**src/rtl/elite_spi_master.sv**
```systemverilog
`timescale 1ns/1ps
`default_nettype none
// ---------------------------------------------------------------------------
// elite_spi_master: single-byte SPI master, modes 0/3, MSB first, fixed
// SETUP/XFER/HOLD/GAP framing of HALF_PER MClk cycles per phase.
// Revision: 1.0
// ---------------------------------------------------------------------------
module elite_spi_master #(
  parameter int unsigned HALF_PER = 25
) (
  input  logic       MClk,
  input  logic       MSPI_Reset,
  input  logic       MSPI_Start_Cmnd,
  input  logic [7:0] MSPI_Xmit_Data_Byte,
  input  logic       MSPI_Clk_Polarity,
  output logic       MSPI_Ready_Flag,
  output logic [7:0] MSPI_Rcv_Data_Byte,
  output logic       MSPI_Done_Pulse,
  output logic       SPI_SCLK,
  output logic       SPI_MOSI,
  input  logic       SPI_MISO,
  output logic       SPI_CSEL
);

  localparam logic [2:0] S_IDLE  = 3'd0;
  localparam logic [2:0] S_SETUP = 3'd1;
  localparam logic [2:0] S_XFER  = 3'd2;
  localparam logic [2:0] S_HOLD  = 3'd3;
  localparam logic [2:0] S_GAP   = 3'd4;
  localparam logic [7:0] HALF_LAST = 8'(HALF_PER - 1);

  logic [2:0] state, state_nxt;
  logic [7:0] half_cnt;
  logic [4:0] edge_cnt;
  logic [3:0] rise_cnt;
  logic [7:0] tx_sr, rx_sr, rcv_byte;
  logic       sclk_q, done_q, miso_s1, miso_s2;
  logic       phase_end, sclk_toggle;

  assign phase_end   = (half_cnt == HALF_LAST);
  assign sclk_toggle = phase_end && ((state == S_SETUP) || (state == S_XFER));

  always_ff @(posedge MClk or posedge MSPI_Reset) begin
    if (MSPI_Reset) state <= S_IDLE;
    else            state <= state_nxt;
  end

  always_comb begin
    state_nxt = state;
    case (state)
      S_IDLE:  if (MSPI_Start_Cmnd) state_nxt = S_SETUP;
      S_SETUP: if (phase_end) state_nxt = S_XFER;
      S_XFER:  if (phase_end && (edge_cnt == 5'd15)) state_nxt = S_HOLD;
      S_HOLD:  if (phase_end) state_nxt = S_GAP;
      S_GAP:   if (phase_end) state_nxt = S_IDLE;
      default: state_nxt = S_IDLE;
    endcase
  end

  always_comb begin
    MSPI_Ready_Flag = (state == S_IDLE);
    SPI_CSEL        = 1'b1;
    if ((state == S_SETUP) || (state == S_XFER) || (state == S_HOLD))
      SPI_CSEL = 1'b0;
  end

  assign SPI_SCLK           = sclk_q;
  assign SPI_MOSI           = tx_sr[7];
  assign MSPI_Rcv_Data_Byte = rcv_byte;
  assign MSPI_Done_Pulse    = done_q;

  always_ff @(posedge MClk or posedge MSPI_Reset) begin
    if (MSPI_Reset) begin
      half_cnt <= 8'd0;
      edge_cnt <= 5'd0;
      rise_cnt <= 4'd0;
      tx_sr    <= 8'd0;
      rx_sr    <= 8'd0;
      rcv_byte <= 8'd0;
      sclk_q   <= 1'b1;
      done_q   <= 1'b0;
      miso_s1  <= 1'b0;
      miso_s2  <= 1'b0;
    end else begin
      miso_s1 <= SPI_MISO;
      miso_s2 <= miso_s1;
      done_q  <= 1'b0;
      if (state == S_IDLE) begin
        // Idle SCLK follows polarity; the value captured on the accept edge is the latched idle level.
        sclk_q   <= MSPI_Clk_Polarity;
        half_cnt <= 8'd0;
        edge_cnt <= 5'd0;
        rise_cnt <= 4'd0;
        if (MSPI_Start_Cmnd) begin
          tx_sr <= MSPI_Xmit_Data_Byte;
          rx_sr <= 8'd0;
        end
      end else begin
        half_cnt <= phase_end ? 8'd0 : half_cnt + 8'd1;
        if (sclk_toggle) begin
          sclk_q   <= ~sclk_q;
          edge_cnt <= edge_cnt + 5'd1;
          if (!sclk_q) begin
            rx_sr    <= {rx_sr[6:0], miso_s2};
            rise_cnt <= rise_cnt + 4'd1;
          end else if ((rise_cnt != 4'd0) && (rise_cnt != 4'd8)) begin
            // Falling edges before the first or after the last rising edge carry no new bit.
            tx_sr <= {tx_sr[6:0], 1'b0};
          end
        end
        if ((state == S_GAP) && phase_end) begin
          rcv_byte <= rx_sr;
          done_q   <= 1'b1;
        end
      end
    end
  end

endmodule
`default_nettype wire

```
**config.mk**
```make
export PLATFORM = sky130hd
export DESIGN_NAME = elite_spi_master
export DESIGN_NICKNAME = d
export VERILOG_FILES = /design/src/rtl/elite_spi_master.sv
export SDC_FILE = /design/constraint.sdc
export NUM_CORES = 1
export LEC_CHECK = 0
export BUFFER_PORTS_ARGS = -buffer_cell sky130_fd_sc_hd__buf_2
export CAP_MARGIN = 20
export CORE_ASPECT_RATIO = 0.5
export CORE_MARGIN = 2
export CORE_UTILIZATION = 40
export DETAILED_ROUTE_END_ITERATION = 10
export PLACE_DENSITY = 0.62
export SETUP_SLACK_MARGIN = 0.1
export SKIP_CTS_REPAIR_TIMING = 1
export SYNTH_ARGS = -nofsm -noshare
export SYNTH_HDL_FRONTEND = slang
export SYNTH_SLANG_ARGS = --single-unit
export TNS_END_PERCENT = 10
```
**constraint.sdc**
```tcl
create_clock -name MClk -period 2.2 [get_ports MClk]
set_input_delay 0.11 -clock MClk [delete_from_list [all_inputs] [get_ports MClk]]
set_output_delay 0.11 -clock MClk [all_outputs]
set_load 0.02 [all_outputs]
```
**Word-level counts from Yosys, hierarchy flattened**

Cells that the tools add are included.

- Output and inout bits: 13
- Register bits: 48

- Multiplexer cells: 27
- Eq/ne operators: 13
- Add/sub/neg operators: 3
- Reduce and logical (&&, ||, !) cells: 16
- Bitwise gates (word level): 2

Operator list:

| cell | number |
|---|---|
| 8-bit 2-to-1 mux | 11 |
| 3-bit 2-to-1 mux | 5 |
| 3-bit case mux with 5 select lines | 1 |
| 4-bit 2-to-1 mux | 3 |
| 2-bit != test, second input constant | 6 |
| 5-bit 2-to-1 mux | 2 |
| 8-bit by 1-bit adder with 8-bit output, second input constant | 1 |
| 8-bit by 5-bit equality test with 1-bit output, second input constant | 1 |
| 3-bit by 2-bit equality test with 1-bit output, second input constant | 2 |
| 2-bit nonzero test | 3 |
| 5-bit by 1-bit adder with 5-bit output, second input constant | 1 |
| 5-bit by 4-bit equality test with 1-bit output, second input constant | 1 |
| 1-bit 2-to-1 mux | 5 |
| 5-bit AND reduction | 1 |
| 4-bit by 1-bit adder with 4-bit output, second input constant | 1 |
| 1-bit logical AND | 4 |
| 4-bit != test, second input constant | 1 |
| 2-bit AND reduction | 2 |
| 4-bit AND reduction | 1 |
| 4-bit nonzero test | 1 |
| 3-bit by 1-bit equality test with 1-bit output, second input constant | 1 |
| 3-bit equality test, second input constant | 1 |
| 3-bit zero test | 1 |
| 3-bit AND reduction | 1 |
| 2 further kinds | 4 |

**Depth between registers and ports, before layout**

Gate-level depths: netlist (run 1).

- Depth after elaboration: 6
- Gate-level depth with buffers: 7

**Worst setup path after synthesis (run 1)**

No wires, ideal clock.

- Kind: reg-to-reg
- Start point: reg state[0]
- End point: reg tx_sr[7]
- Stages on the path, launching flop included: 8
- Buffers on the path: 2
- Period minus slack after synthesis: 1779 ps
- Setup time: 123 ps
- Arrival: 1657 ps
- Path slack: 421 ps
- Cell sequence: dfrtp_1 > or3_1 > buf_2 > inv_2 > nand2_2 > buf_2 > or2_0 > o221a_2

- Elaborated cells between the ends (all ways): 11
- Those cells by class: eq/ne (3); mux (1); reduce/logical (7)

RTL lines:

| item | RTL line | text |
|---|---|---|
| start: declaration | 32 | `logic [2:0] state, state_nxt;` |
| start signal: assignment | 45 | `else state <= state_nxt;` |
| 3-bit zero test * | n/a |  |
| net MSPI_Ready_Flag | 16 | `output logic MSPI_Ready_Flag,` |
| 2-bit != test (no line) / 2-bit nonzero test (equally long branches) | n/a |  |
| 4-bit AND reduction (no line) | n/a |  |
| end signal: assignment | 95 | `tx_sr <= MSPI_Xmit_Data_Byte;` |
| end signal: assignment | 108 | `tx_sr <= {tx_sr[6:0], 1'b0};` |
| end: declaration | 36 | `logic [7:0] tx_sr, rx_sr, rcv_byte;` |

Mark *: on every way through the listed nets, which the timed path passes. The rest lies on a longest branch.
A chain may end at the register's enable or synchronous reset.

**Worst setup path after layout (run 1)**

- Start point: reg state[0]
- End point: reg tx_sr[6]

- Longest elaborated chain between the ends: 5
- Elaborated cells between the ends (all ways): 11
- Those cells by class: eq/ne (3); mux (1); reduce/logical (7)

RTL lines:

| item | RTL line | text |
|---|---|---|
| 3-bit by 1-bit equality test with 1-bit output / 3-bit by 2-bit equality test with 1-bit output (equally long branches) | 41 | `assign sclk_toggle = phase_end && ((state == S_SETUP) \|\| (state == S_XFER));` |
| 1-bit logical OR | 41 |  |
| 1-bit logical AND | 41 |  |
| 2-bit nonzero test (no line) | n/a |  |
| 4-bit AND reduction (no line) | n/a |  |

Parallel ways exist; a longest one is shown, timed or not.

==> results of run 1 <==
[worst max path at each step]
| stage | to | cells after the start | slack, ns |
|---|---|---|---|
| after floorplan | tx_sr[7] | 7 | 0.42 |
| after global placement | tx_sr[5] | 5 | 0.25 |
| after detailed placement | tx_sr[6] | 5 | 0.18 |
| after CTS | tx_sr[3] | 5 | 0.16 |
| after global routing | edge_cnt[2] | 7 | 0.14 |
| final | tx_sr[6] | 5 | 0.28 |
[cells by family (layout without fill, tap and decap cells)]
logic type / Yosys count / count (layout) / synth area share
mux: 9 / 9 / 0.04709
compound gates: 33 / 33 / 0.1036
buf+inv: 20 / 51 / 0.04061
fa+ha+maj: 6 / 6 / 0.03531
flops: 47 / 47 / 0.5539
simple gates: 71 / 71 / 0.1825
xor+xnor: 9 / 9 / 0.03708
[state kept, by name (all words and copies together), names as in the netlist]
signal / count
SPI_SCLK: 1
tx_sr: 8
state: 3
MSPI_Done_Pulse: 1
rx_sr: 8
MSPI_Rcv_Data_Byte: 8
rise_cnt: 3
edge_cnt: 5
miso_s2: 1
miso_s1: 1
half_cnt: 8
[through the flow]
| step | hold slack [ns] | utilization | cells |
|---|---|---|---|
| global route | 0.008821 | 0.4888 | 296 |
| CTS | -0.09641 | 0.4860 | 295 |
| floorplan | 0.1414 | - | 195 |
| finish | -0.04933 | 0.4888 | 296 |
| global placement | 0.2193 | 0.4649 | 288 |
| detailed placement | 0.2197 | 0.4649 | 288 |
[power by group]
group / leakage (nW) / total, mW / internal, mW / switching, mW
clock: 0.0502 / 0.611 / 0.332 / 0.278
sequential: 0.600 / 0.885 / 0.877 / 0.00869
combinational: 0.588 / 0.0715 / 0.0293 / 0.0423
total: 1.24 / 1.57 / 1.24 / 0.329
[cells in the final DEF (no fill, tap or decap), types with 2 or more instances in the layout]
cell type / n
buf_2: 25
nand2_1: 20
o21ai_0: 15
mux2_2: 8
a21oi_1: 6
xor2_1: 6
or2_2: 7
ha_1: 6
and3_1: 4
clkbuf_8: 5
o221a_2: 7
inv_1: 12
or3_1: 3
buf_4: 4
a31o_2: 2
nand3_1: 11
xnor2_1: 3
dfrtp_1: 46
nor2_1: 16
[layer usage]
| metal | GRT usage | wire length [um] |
|---|---|---|
| met5 | 0 | 0 |
| met4 | 0.04638 | 42 |
| met3 | 0.04250 | 131 |
| met2 | 0.2324 | 1880 |
| met1 | 0.1816 | 1829 |
[layout make-up]
cell class                      count  area [um^2]  share of cell area
Timing Repair Buffer               30        165.2             0.06728
Multi-Input combinational cell    128        865.8              0.3527
Inverter                           14        52.55             0.02141
Clock buffer                        5        68.82             0.02803
Tap cell                           70        87.58             0.03568
Clock inverter                      2        37.54             0.01529
Sequential cell                    47         1177              0.4796
[critical path: stages (launching register included)]
cell and delay, ns:
dfrtp_1 0.44, or3_1 0.53, inv_2 0.19, nand2_2 0.20, or2_2 0.33, o221a_2 0.12
==> results.md, run 1 <==
- Post-Syn Area: 2126 um^2
- FF-to-FF Start: state[0]
- Period utilization: 0.8709
- Cell Area, Placed: 2335 um^2
- Worst-margin pin slew: 0.5901 ns
- Number of flops mapped to enable cells by yosys: 0
- Syn. warnings: 0
- PnR worst setup slack: 0.2839 ns
- Main synth FF type: dfrtp_1
- # fillers: 458
- IO Pins: 26
- DRC Markers: 0
- Root Buffer: clkbuf_8
- Wirelength per Cell: 13.12 um
- Pin count of the biggest net entering global routing: 48
- Area grow syn2layout: 15.48%
- Req. time, crit path: 2.39 ns
- Die area: 5949 um^2
- First drt pass iteration count: 4
- Tot GR Track Use: 0.1422
- Rel. slew slack: 0.6066
- Max-cap violations: 0
- Layout cells sized above 1: 0.3009
- DR vias: 1,482
- Routability cong.: 0.7356
- First-pass GRT wire length: 6630 um
- Core Region: 5022 um^2
- Die height: 55.55 um
- Peak VDD IR: 0.2627 mV
- R2R Setup Slk: 0.28 ns
- Share of the synthesized area in the top cell type: 0.5415
- Vias in the first global route: 1,454
- Final worst path period need: 1.916 ns
- Crit path DAT: 2.10 ns
- Critical path peak fanout: 17
- CTS tree: yes
- Max Clk Rate: 521.9 MHz
- Final setup violation count: 0
- RSZ-0062 raised after global routing: no
- Depth of the most critical reg-to-reg path: 5
- Worst R2R End: tx_sr[6]
- Synth cell count leaders: 46 x dfrtp_1, 20 x nand2_1, 16 x nor2_1
- Kind of critical path: reg -> reg
- Total power: 1.568 mW
- Part of the Yosys area used for sequential elements: 0.5539
- Clk pin slew, worst setup/hold paths: 0.09 ns
- FF+latch count, synth: 47
- Final ANT Viol Nets: 0
- Fin area: 2455 um^2
- PD cells: 638.5 nW/um^2
- LEAKAGE: 1.238 nW
- Synthesized Nets: 214
- Initial antenna violation count: 0
- Global route total overflow: 0
- Final Hold Vio Count: 46
- Critical path startpoint category: register
- Nets: 245
- Syn_area_per_cell: 10.90 um^2
- Vias per inst: 5.007
- Post-DP HPWL: 2810 um
- Final Max Slew Viols: 0
- Setup TNS: 0 ns
- Row cnt: 18
- Post-synth ARST share: 1.000
- CTS Buf Count: 5
- Initial Utilization: 0.4233
- CTS Buffer Depth: 2
- 1st-iter DRT viols: 38
- Antenna Cells: 0
- Hold crit path type: in -> async
- Clk_skew: 0.006785 ns
- Number of clock sinks: 47
- Most common cell in the synthesized netlist: dfrtp_1
- Final WL: 3884 um
- Status: finished, violations left
- Die X-Extent: 107.1 um
- Worst setup path startpoint: state[0]
- Failing checks: negative hold slack
- Post-Synthesis Cells: 195
- Clk Latency, worst-skew pair: 0.29 ns
- Worst Setup End Kind: register
- Number of buffers added on ports: 25
- Dpl ws: 0.1766 ns
- Synth area leader: dfrtp_1
- H-tree depth: 2
- Hold slack: -0.04933 ns
- Synth area leaders: dfrtp_1 54%, mux2_2 4.2%, o221a_2 3.7%, ha_1 3.5%, nand2_1 3.5%
- Count of cell types in the netlist: 34
Note: power is estimated with default switching activity, not from simulation.
==> inputs of run 2 (changes only) <==
--- a/config.mk
+++ b/config.mk
@@ -11,8 +11,6 @@
 export CORE_MARGIN = 2
 export CORE_UTILIZATION = 40
 export DETAILED_ROUTE_END_ITERATION = 10
-export PLACE_DENSITY = 0.62
-export SETUP_SLACK_MARGIN = 0.1
 export SKIP_CTS_REPAIR_TIMING = 1
 export SYNTH_ARGS = -nofsm -noshare
 export SYNTH_HDL_FRONTEND = slang
==> run 2 against run 1 <==
The run now ends clean. Total power decreased by 7.0%. Highest routed layer unchanged. Count of clock-buffer cells in the layout increased by 1. Setup slack got worse by 0.017 ns.
==> results.md, run 2 (synthesized netlist as in run 1, its figures left out) <==
- Max Clk Rate: 517.3 MHz (was 521.9 MHz)
- Crit path DAT: 2.12 ns (was 2.10 ns)
- Kind of critical path: reg -> reg (unchanged)
- IO Pins: 26 (unchanged)
- Placed insts: 289 (was 288)
- H-tree depth: 2 (unchanged)
- First drt pass iteration count: 4 (unchanged)
- DRC Markers: 0 (unchanged)
- Status: completed (was finished, violations left)
- Top Family by Delay on Critical Path: simple AND/OR/NAND/NOR gates (unchanged)
- R2R Setup Slk: 0.27 ns (was 0.28 ns)
- Clk Latency, worst-skew pair: 0.30 ns (was 0.29 ns)
- CTS Buffer Depth: 2 (unchanged)
- Worst Setup End Kind: register (unchanged)
- Final WL: 3666 um (was 3884 um)
- PD cells: 594.7 nW/um^2 (was 638.5 nW/um^2)
- Commonest non-fill, non-tap cell in the layout: dfrtp_1 (unchanged)
- Setup TNS: 0 ns (unchanged)
- Hold endpoint: SPI_SCLK
- Most frequent cells in the layout: 46 x dfrtp_1, 25 x buf_2, 20 x nand2_1, 16 x nor2_1, 15 x o21ai_0 (unchanged)
- LEAKAGE: 1.241 nW (was 1.238 nW)
- Number of buffers added on ports: 25 (unchanged)
- Final Hold Vio Count: 0 (was 46)
- Hold depth: 3
- Hold crit path type: in -> reg (was in -> async)
- Global route total overflow: 0 (unchanged)
- Layout cells sized above 1: 0.3057 (was 0.3009)
- Pin count of the biggest net entering global routing: 19 (was 48)
- Rel. slew slack: 0.7448 (was 0.6066)
- Req. time, crit path: 2.39 ns (about the same)
- Period utilization: 0.8788 (was 0.8709)
- Worst setup path startpoint: state[0] (unchanged)
- Hold Crit Start: MSPI_Clk_Polarity
- Die height: 55.55 um (unchanged)
- First-pass GRT wire length: 6410 um (was 6630 um)
- DR vias: 1,448 (was 1,482)
- RSZ-0062 raised after global routing: no (unchanged)
- Nets: 247 (was 245)
- FF-to-FF Start: state[0] (unchanged)
- Number of clock sinks: 47 (unchanged)
- Max-cap violations: 0 (unchanged)
- Die X-Extent: 107.1 um (unchanged)
- Final ANT Viol Nets: 0 (unchanged)
- Non-Filler Instances: 299 (was 296)
- Clk pin slew, worst setup/hold paths: 0.08 ns (was 0.09 ns)
- Final setup violation count: 0 (unchanged)
- Cell Area, Placed: 2342 um^2 (was 2335 um^2)
- Cells along the critical path: or3_1 -> inv_2 -> nand2_2 -> or2_2 -> o221a_2 (unchanged)
- Wirelength per Cell: 12.26 um (was 13.12 um)
- Vias per inst: 4.843 (was 5.007)
- Fin area: 2451 um^2 (was 2455 um^2)
- CTS tree: yes (unchanged)
- Initial antenna violation count: 0 (unchanged)
- Final Max Slew Viols: 0 (unchanged)
- Clk_skew: 0.007043 ns (was 0.006785 ns)
- Hold slack: 0.05052 ns (was -0.04933 ns)
- Critical path peak fanout: 17 (unchanged)
- Initial Utilization: 0.4233 (unchanged)
- CTS Buf Count: 5 (unchanged)
- Worst R2R End: tx_sr[1] (was tx_sr[6])
- WP depth: 5 (unchanged)
- CP bufs+invs: 1 (unchanged)
- Routability cong.: 0.7689 (was 0.7356)
- CP max stage cell: or3_1 (unchanged)
- Worst-margin pin slew: 0.3822 ns (was 0.5901 ns)
- Area grow syn2layout: 15.30% (was 15.48%)
- Antenna Cells: 0 (unchanged)
- Post-DP HPWL: 2646 um (was 2810 um)
- Final worst path period need: 1.933 ns (was 1.916 ns)
- Core Region: 5022 um^2 (unchanged)
- Root Buffer: clkbuf_8 (unchanged)
- Tot GR Track Use: 0.1377 (was 0.1422)
- Critical path startpoint category: register (unchanged)
- Peak VDD IR: 0.2356 mV (was 0.2627 mV)
- Vias in the first global route: 1,404 (was 1,454)
- Depth of the most critical reg-to-reg path: 5 (unchanged)
- Row cnt: 18 (unchanged)
- 1st-iter DRT viols: 67 (was 38)
- Die area: 5949 um^2 (unchanged)
- Max stage delay on crit path: 0.52 ns (was 0.53 ns)
## run 2: power breakdown
part / switching [mW] / leakage (nW) / internal (mW)
registers: 0.00848 / 0.600 / 0.877
logic: 0.0419 / 0.600 / 0.0314
clock network: 0.277 / 0.0412 / 0.222
## run 2: worst max-delay path by stage
stage | to | slack, ns
2_1_floorplan | tx_sr[7] | 0.42
3_3_place_gp | tx_sr[5] | 0.25
3_5_place_dp | tx_sr[6] | 0.17
4_1_cts | tx_sr[1] | 0.15
5_1_grt | tx_sr[7] | 0.13
6_report | tx_sr[1] | 0.27
## run 2: per-stage QoR
stage / setup WS, ns / utilization / power, mW
3_5_place_dp: 0.1659 / 0.4664 / 0.9752
2_1_floorplan: 0.4206 / - / 0.9484
6_report: 0.2667 / 0.4880 / 1.458
5_1_grt: 0.1283 / 0.4880 / 1.539
3_3_place_gp: 0.2478 / 0.4664 / 0.9734
4_1_cts: 0.1465 / 0.4833 / 1.478
## run 2: layout make-up
type	instances	area, um^2
clock inverters	2	12.51
flip-flops and latches	47	1177
clock buffers	6	72.57
multi-input cells	128	865.8
fillers	464	2571
repair buffers	32	182.7
well taps	70	87.58
inverters	14	52.55
## run 2: worst register-to-register path, cell delays in order, from the launching register on
cell and delay (ns):
dfrtp_1 0.45, or3_1 0.52, inv_2 0.20, nand2_2 0.22
or2_2 0.33, o221a_2 0.12
## run 2: layer usage
layer,wire (um),GRT usage,vias to the layer above
li1,-,-,728
met1,1840,0.1888,699
met3,126,0.04250,4
met5,0,0,-
met2,1659,0.2089,17
met4,40,0.04453,0
